## config.mk

```make
export PLATFORM = sky130hd
export DESIGN_NAME = npc_btb
export DESIGN_NICKNAME = d
export VERILOG_FILES = /design/src/rtl/npc_btb.sv
export SDC_FILE = /design/constraint.sdc
export NUM_CORES = 1
export LEC_CHECK = 0
export CAP_MARGIN = 20
export CORE_MARGIN = 2
export CORE_UTILIZATION = 64
export DETAILED_ROUTE_END_ITERATION = 16
export PLACE_DENSITY = 0.86
export SLEW_MARGIN = 20
export SYNTH_ARGS = -nofsm -noshare
export SYNTH_HDL_FRONTEND = slang
export SYNTH_SLANG_ARGS = --single-unit
```

## constraint.sdc

```tcl
create_clock -name clk -period 6.5 [get_ports clk]
set_input_delay 0.65 -clock clk [delete_from_list [all_inputs] [get_ports clk]]
set_output_delay 0.65 -clock clk [all_outputs]
set_load 0.1 [all_outputs]
```

## src/rtl/npc_btb.sv

```systemverilog
// Fetch PC register with a direct-mapped branch target buffer that predicts the next PC.
// Each entry holds a valid bit, a tag, a target and a 2-bit saturating counter, trained from execute.
module npc_btb #(
  parameter int              XLEN      = 32,
  parameter int              BTB_DEPTH = 8,
  parameter logic [XLEN-1:0] RESET_PC  = '0
) (
  input  logic            clk,
  input  logic            rst,
  input  logic            stall,
  input  logic            redirect_valid,
  input  logic [XLEN-1:0] redirect_pc,
  input  logic            upd_valid,
  input  logic [XLEN-1:0] upd_pc,
  input  logic [XLEN-1:0] upd_target,
  input  logic            upd_taken,
  output logic [XLEN-1:0] pc,
  output logic [XLEN-1:0] npc,
  output logic            pred_taken
);

  localparam int IDXW = $clog2(BTB_DEPTH);
  localparam int TAGW = XLEN - 2 - IDXW;

  logic [XLEN-1:0]      pc_q, pc_d;
  logic [BTB_DEPTH-1:0] valid_q;
  logic [TAGW-1:0]      tag_q    [BTB_DEPTH];
  logic [XLEN-1:0]      target_q [BTB_DEPTH];
  logic [1:0]           ctr_q    [BTB_DEPTH];

  logic [IDXW-1:0] lkIdx, updIdx;
  logic [TAGW-1:0] lkTag, updTag;
  logic            lkHit, updHit;
  logic [XLEN-1:0] lkTarget;
  logic [1:0]      updCtr, ctrInc, ctrDec;
  logic            unusedBits;

  assign lkIdx    = pc_q[2+IDXW-1:2];
  assign lkTag    = pc_q[XLEN-1:2+IDXW];
  assign lkHit    = valid_q[lkIdx] && (tag_q[lkIdx] == lkTag);
  assign lkTarget = target_q[lkIdx];

  assign updIdx = upd_pc[2+IDXW-1:2];
  assign updTag = upd_pc[XLEN-1:2+IDXW];
  assign updHit = valid_q[updIdx] && (tag_q[updIdx] == updTag);
  assign updCtr = ctr_q[updIdx];
  assign ctrInc = (updCtr == 2'b11) ? 2'b11 : updCtr + 2'd1;
  assign ctrDec = (updCtr == 2'b00) ? 2'b00 : updCtr - 2'd1;

  // Target bit 0 is kept in storage but forced low when used as a fetch address.
  assign unusedBits = ^{upd_pc[1:0], redirect_pc[0], lkTarget[0]};

  assign pred_taken = lkHit && ctr_q[lkIdx][1];
  assign pc         = pc_q;

  always_comb begin
    npc = pc_q + XLEN'(4);
    if (pred_taken) begin
      npc = {lkTarget[XLEN-1:1], 1'b0};
    end
  end

  // Redirect beats stall so a mispredict is never lost behind a held fetch.
  always_comb begin
    pc_d = npc;
    if (redirect_valid) begin
      pc_d = {redirect_pc[XLEN-1:1], 1'b0};
    end else if (stall) begin
      pc_d = pc_q;
    end
  end

  always_ff @(posedge clk or posedge rst) begin
    if (rst) begin
      pc_q <= RESET_PC;
    end else begin
      pc_q <= pc_d;
    end
  end

  always_ff @(posedge clk or posedge rst) begin
    if (rst) begin
      valid_q <= '0;
      for (int i = 0; i < BTB_DEPTH; i++) begin
        ctr_q[i] <= 2'b01;
      end
    end else if (upd_valid) begin
      if (upd_taken) begin
        valid_q[updIdx] <= 1'b1;
        ctr_q[updIdx]   <= updHit ? ctrInc : 2'b10;
      end else if (updHit) begin
        ctr_q[updIdx] <= ctrDec;
      end
    end
  end

  // Tag and target need no reset: they are ignored until valid is set.
  always_ff @(posedge clk) begin
    if (!rst && upd_valid && upd_taken) begin
      tag_q[updIdx]    <= updTag;
      target_q[updIdx] <= upd_target;
    end
  end

endmodule
```

==> flow_summary.json <==
{
  "dr.first_iter.drc_count": 2176,
  "tightestPinTransition_ns": 1.136,
  "drtAntennaViolNets": 0,
  "critPathSlowestCell": "sky130_fd_sc_hd__nor4_4",
  "antenna_found_initial": 5,
  "routed_via_density": 7.146,
  "globalplace.congestion": 0.8840,
  "reg2regPathDepth": 10,
  "cp_data_arrival_time_ns": 5.31,
  "post-place-cells": 1999,
  "power.switching_fraction": 0.2744,
  "hold_viol_final": 0,
  "finalClockSkew_ns": 0.02283,
  "numCtsBuffers": 53,
  "fp-row-count": 70,
  "ys_seq_area_frac": 0.6428,
  "syn-instance-count": 1424,
  "nets": 1689,
  "power_density_nw_per_um2": 296.7,
  "num_io_pins": 167,
  "power_switching_mw": 2.249,
  "cts_num_sinks": 520,
  "most_frequent_cp_cell": "sky130_fd_sc_hd__buf_4",
  "synthesis.area_um2": 23870,
  "rr_endpoint": "pc[25]",
  "period_share": 0.9170,
  "start_kind": "register",
  "insertion_delay_ns": 0.61,
  "post_synth_num_cell_types": 73,
  "post-dp-hpwl_um": 37930,
  "timing.critical_path.buf_inv": 3,
  "cts_max_level": 2,
  "outcome": "completed",
  "timing.critical_path.cells": "buf_4, mux4_2, mux2i_1, xor2_1, nand4_1, or2_1, nor4_4, buf_4, a21oi_1, buf_4",
  "required_ns": 5.85,
  "yosysTopAreaCellShare": 0.5837,
  "cp.depth": 10,
  "report.final.slew_viol_count": 0,
  "hp-class": "reg -> reg",
  "internal_power_mw": 5.948,
  "timing.final.setup_violations": 0,
  "count_of_max_cap_constraint_violations": 0,
  "hold-worst-slack_ns": 0.5046,
  "cp-end-kind": "primary output",
  "power.ir.vdd_worst_uv": 296.8,
  "rsz0062_at_grt": "false",
  "synth-async-reset-ratio": 0.1077,
  "grt_first_pass_wirelength_um": 92860,
  "fill_cells": 1994,
  "floorplan.core_area_um2": 36700,
  "critPathMaxFanout": 24,
  "port_buffers": 162,
  "globalRouteOverflowTotal": 0,
  "die_w_um": 197.1,
  "worst_r2r_startpoint": "pc[2]",
  "synth.avg_cell_area_um2": 16.76,
  "drt_drc_violations_left": 0,
  "cts_hold_buf": 0,
  "synth_top_area_cell": "sky130_fd_sc_hd__edfxtp_1",
  "synth.area.top_cells": "sky130_fd_sc_hd__edfxtp_1, sky130_fd_sc_hd__mux4_2, sky130_fd_sc_hd__dfrtp_1",
  "number_of_vias_in_the_routed_layout": 15030,
  "grt_util_all_layers": 0.3283,
  "worst-setup-path-type": "reg -> out",
  "cts.root.buffer_cell": "sky130_fd_sc_hd__clkbuf_16",
  "first_global_vias": 14990,
  "combinationalPowerShare": 0.168,
  "critical-path-max-stage-delay_ns": 0.91,
  "cp_top_family": "simple AND/OR/NAND/NOR gates",
  "mappedNetlistNets": 1527,
  "final_layout_size_suffix_gt1_frac": 0.2299,
  "syn_to_final_growth_pct": 15.72,
  "synth_top_flop_cell": "sky130_fd_sc_hd__edfxtp_1",
  "timing.critical_path.from": "pc[2]",
  "power.sequential.fraction": 0.469,
  "timing.setup.tns_ns": 0,
  "synth_enable_flop_cells": 464,
  "routedWlPerCell_um": 29.89,
  "routed_wl_um": 62870,
  "maximum_number_of_pins_on_one_net_before_global_route_repair": 59,
  "timing.max_slew.rel_slack": 0.2426,
  "drtPass1Iterations": 5,
  "finalCriticalPeriod_ns": 5.960,
  "worst_setup_path_endpoint": "npc[24]",
  "power_frac_clock": 0.363,
  "max_freq_mhz": 167.8,
  "synth-seq-cells": 520,
  "cts_max_path_buffers": 3,
  "setup.reg_to_reg.worst_slack_ns": 1.82,
  "clkTransAtPathRegs_ns": 0.06,
  "design.die.area_um2": 38860,
  "cellLeakagePower_nw": 9.322,
  "cts_resized": 0,
  "cts_tree": "done",
  "synth-warning-count": 0,
  "post-cts-setup-buffer-count": 0,
  "layout.cells.non_filler": 2103,
  "initial_utilization": 0.6505,
  "die-height_um": 197.1
}
worst register-to-register path, stage by stage, from the launching register on:
cell and delay, ns:
sky130_fd_sc_hd__dfrtp_4 0.78, sky130_fd_sc_hd__buf_4 0.38, sky130_fd_sc_hd__mux4_2 0.54, sky130_fd_sc_hd__mux2i_1 0.42, sky130_fd_sc_hd__xor2_1 0.34, sky130_fd_sc_hd__nand4_1 0.26, sky130_fd_sc_hd__or2_1 0.34, sky130_fd_sc_hd__nor4_4 0.91
sky130_fd_sc_hd__buf_4 0.36, sky130_fd_sc_hd__a211o_1 0.16, sky130_fd_sc_hd__a2bb2oi_1 0.07
logic make-up (layout without fill, tap and decap cells):
kind of cell / Yosys count / after routing / share of synthesized area
compound gates: 232 / 232 / 0.07034
xor+xnor: 77 / 77 / 0.02825
other cells: 0 / 4 / 0
mux: 265 / 265 / 0.1873
buf+inv: 102 / 309 / 0.02028
simple gates: 227 / 227 / 0.05053
fa+ha+maj: 1 / 1 / 0.0005241
flops: 520 / 520 / 0.6428
cell usage after synthesis (13+ instances only):
cell,count
sky130_fd_sc_hd__nor3_1,14
sky130_fd_sc_hd__clkbuf_1,42
sky130_fd_sc_hd__nand4_1,13
sky130_fd_sc_hd__edfxtp_1,464
sky130_fd_sc_hd__dfrtp_1,48
sky130_fd_sc_hd__a211o_1,20
sky130_fd_sc_hd__a221oi_1,17
sky130_fd_sc_hd__mux2i_1,81
sky130_fd_sc_hd__mux4_2,141
sky130_fd_sc_hd__nand2_1,66
sky130_fd_sc_hd__nand3_1,20
sky130_fd_sc_hd__buf_2,29
sky130_fd_sc_hd__a31oi_1,28
sky130_fd_sc_hd__xnor2_1,41
sky130_fd_sc_hd__nor2_1,37
sky130_fd_sc_hd__a2bb2oi_1,27
sky130_fd_sc_hd__a21oi_1,66
sky130_fd_sc_hd__xor2_1,36
sky130_fd_sc_hd__mux2_2,38
metrics by stage:
step | setup WS, ns | area [um2] | power (mW) | utilization
2_1_floorplan | 0.7868 | 23870 | 4.853 | -
3_5_place_dp | 1.309 | 25910 | 5.269 | 0.7062
5_1_grt | 0.4163 | 27620 | 8.425 | 0.7526
3_3_place_gp | 1.386 | 25890 | 5.236 | 0.7056
4_1_cts | 0.6297 | 27620 | 8.211 | 0.7525
6_report | 0.5396 | 27630 | 8.198 | 0.7528
cells in the final DEF (no fill, tap or decap), drive strengths merged, types with 16 or more instances in the layout:
cell type	Yosys	layout
or2	17	17
clkbuf	42	75
clkinv	1	20
a21oi	66	66
mux4	141	141
nor2	37	37
edfxtp	464	464
xnor2	41	41
xor2	36	36
a211o	20	20
nor3	16	16
clkdlybuf4s50	0	125
mux2i	81	81
buf	49	73
nand2	66	66
a221oi	17	17
mux2	43	43
a31oi	28	28
nand3	20	20
dfrtp	48	48
a2bb2oi	27	27
worst min-delay path by stage:
stage / startpoint / endpoint / slack, ns / cells after the start
3_3_place_gp: valid_q[4] / valid_q[4] / 0.47 / 1
6_report: valid_q[1] / valid_q[1] / 0.50 / 1
4_1_cts: valid_q[4] / valid_q[4] / 0.50 / 1
3_5_place_dp: valid_q[1] / valid_q[1] / 0.48 / 1
2_1_floorplan: valid_q[4] / valid_q[4] / 0.46 / 1
5_1_grt: valid_q[7] / valid_q[7] / 0.52 / 1
state kept, by name, indices dropped and copies added (netlist names):
name	count
tag_q	216
ctr_q	16
pc	32
target_q	248
valid_q	8
cell type report:
class                   count  area, um2  area share
diodes                      4      10.01   0.0003623
clock buffers              75       1449     0.05245
clock inverters            25      251.5    0.009104
inverters                  11      41.29    0.001495
multi-input cells         802       8118      0.2939
flip-flops and latches    520      15350      0.5558
well taps                 468      585.6     0.02120
repair buffers            198       1817     0.06576
power groups by stage:
stage	Clock (mW)	Sequential (mW)	Combinational [mW]
6_report	2.97	3.85	1.38
5_1_grt	3.13	3.85	1.44
4_1_cts	3.00	3.84	1.37
3_5_place_dp	0	3.91	1.36
2_1_floorplan	0	3.99	0.858
3_3_place_gp	0	3.91	1.33
per-layer routing:
layer  wire length (um)  global-route usage  part of all wire
met1              22320              0.4534              0.36
met2              30370              0.5185              0.48
met3               7757             0.07632              0.12
met4               2378              0.1256             0.038
met5                 38                   0           0.00060
No activity file was read; power rests on OpenSTA's default activity.
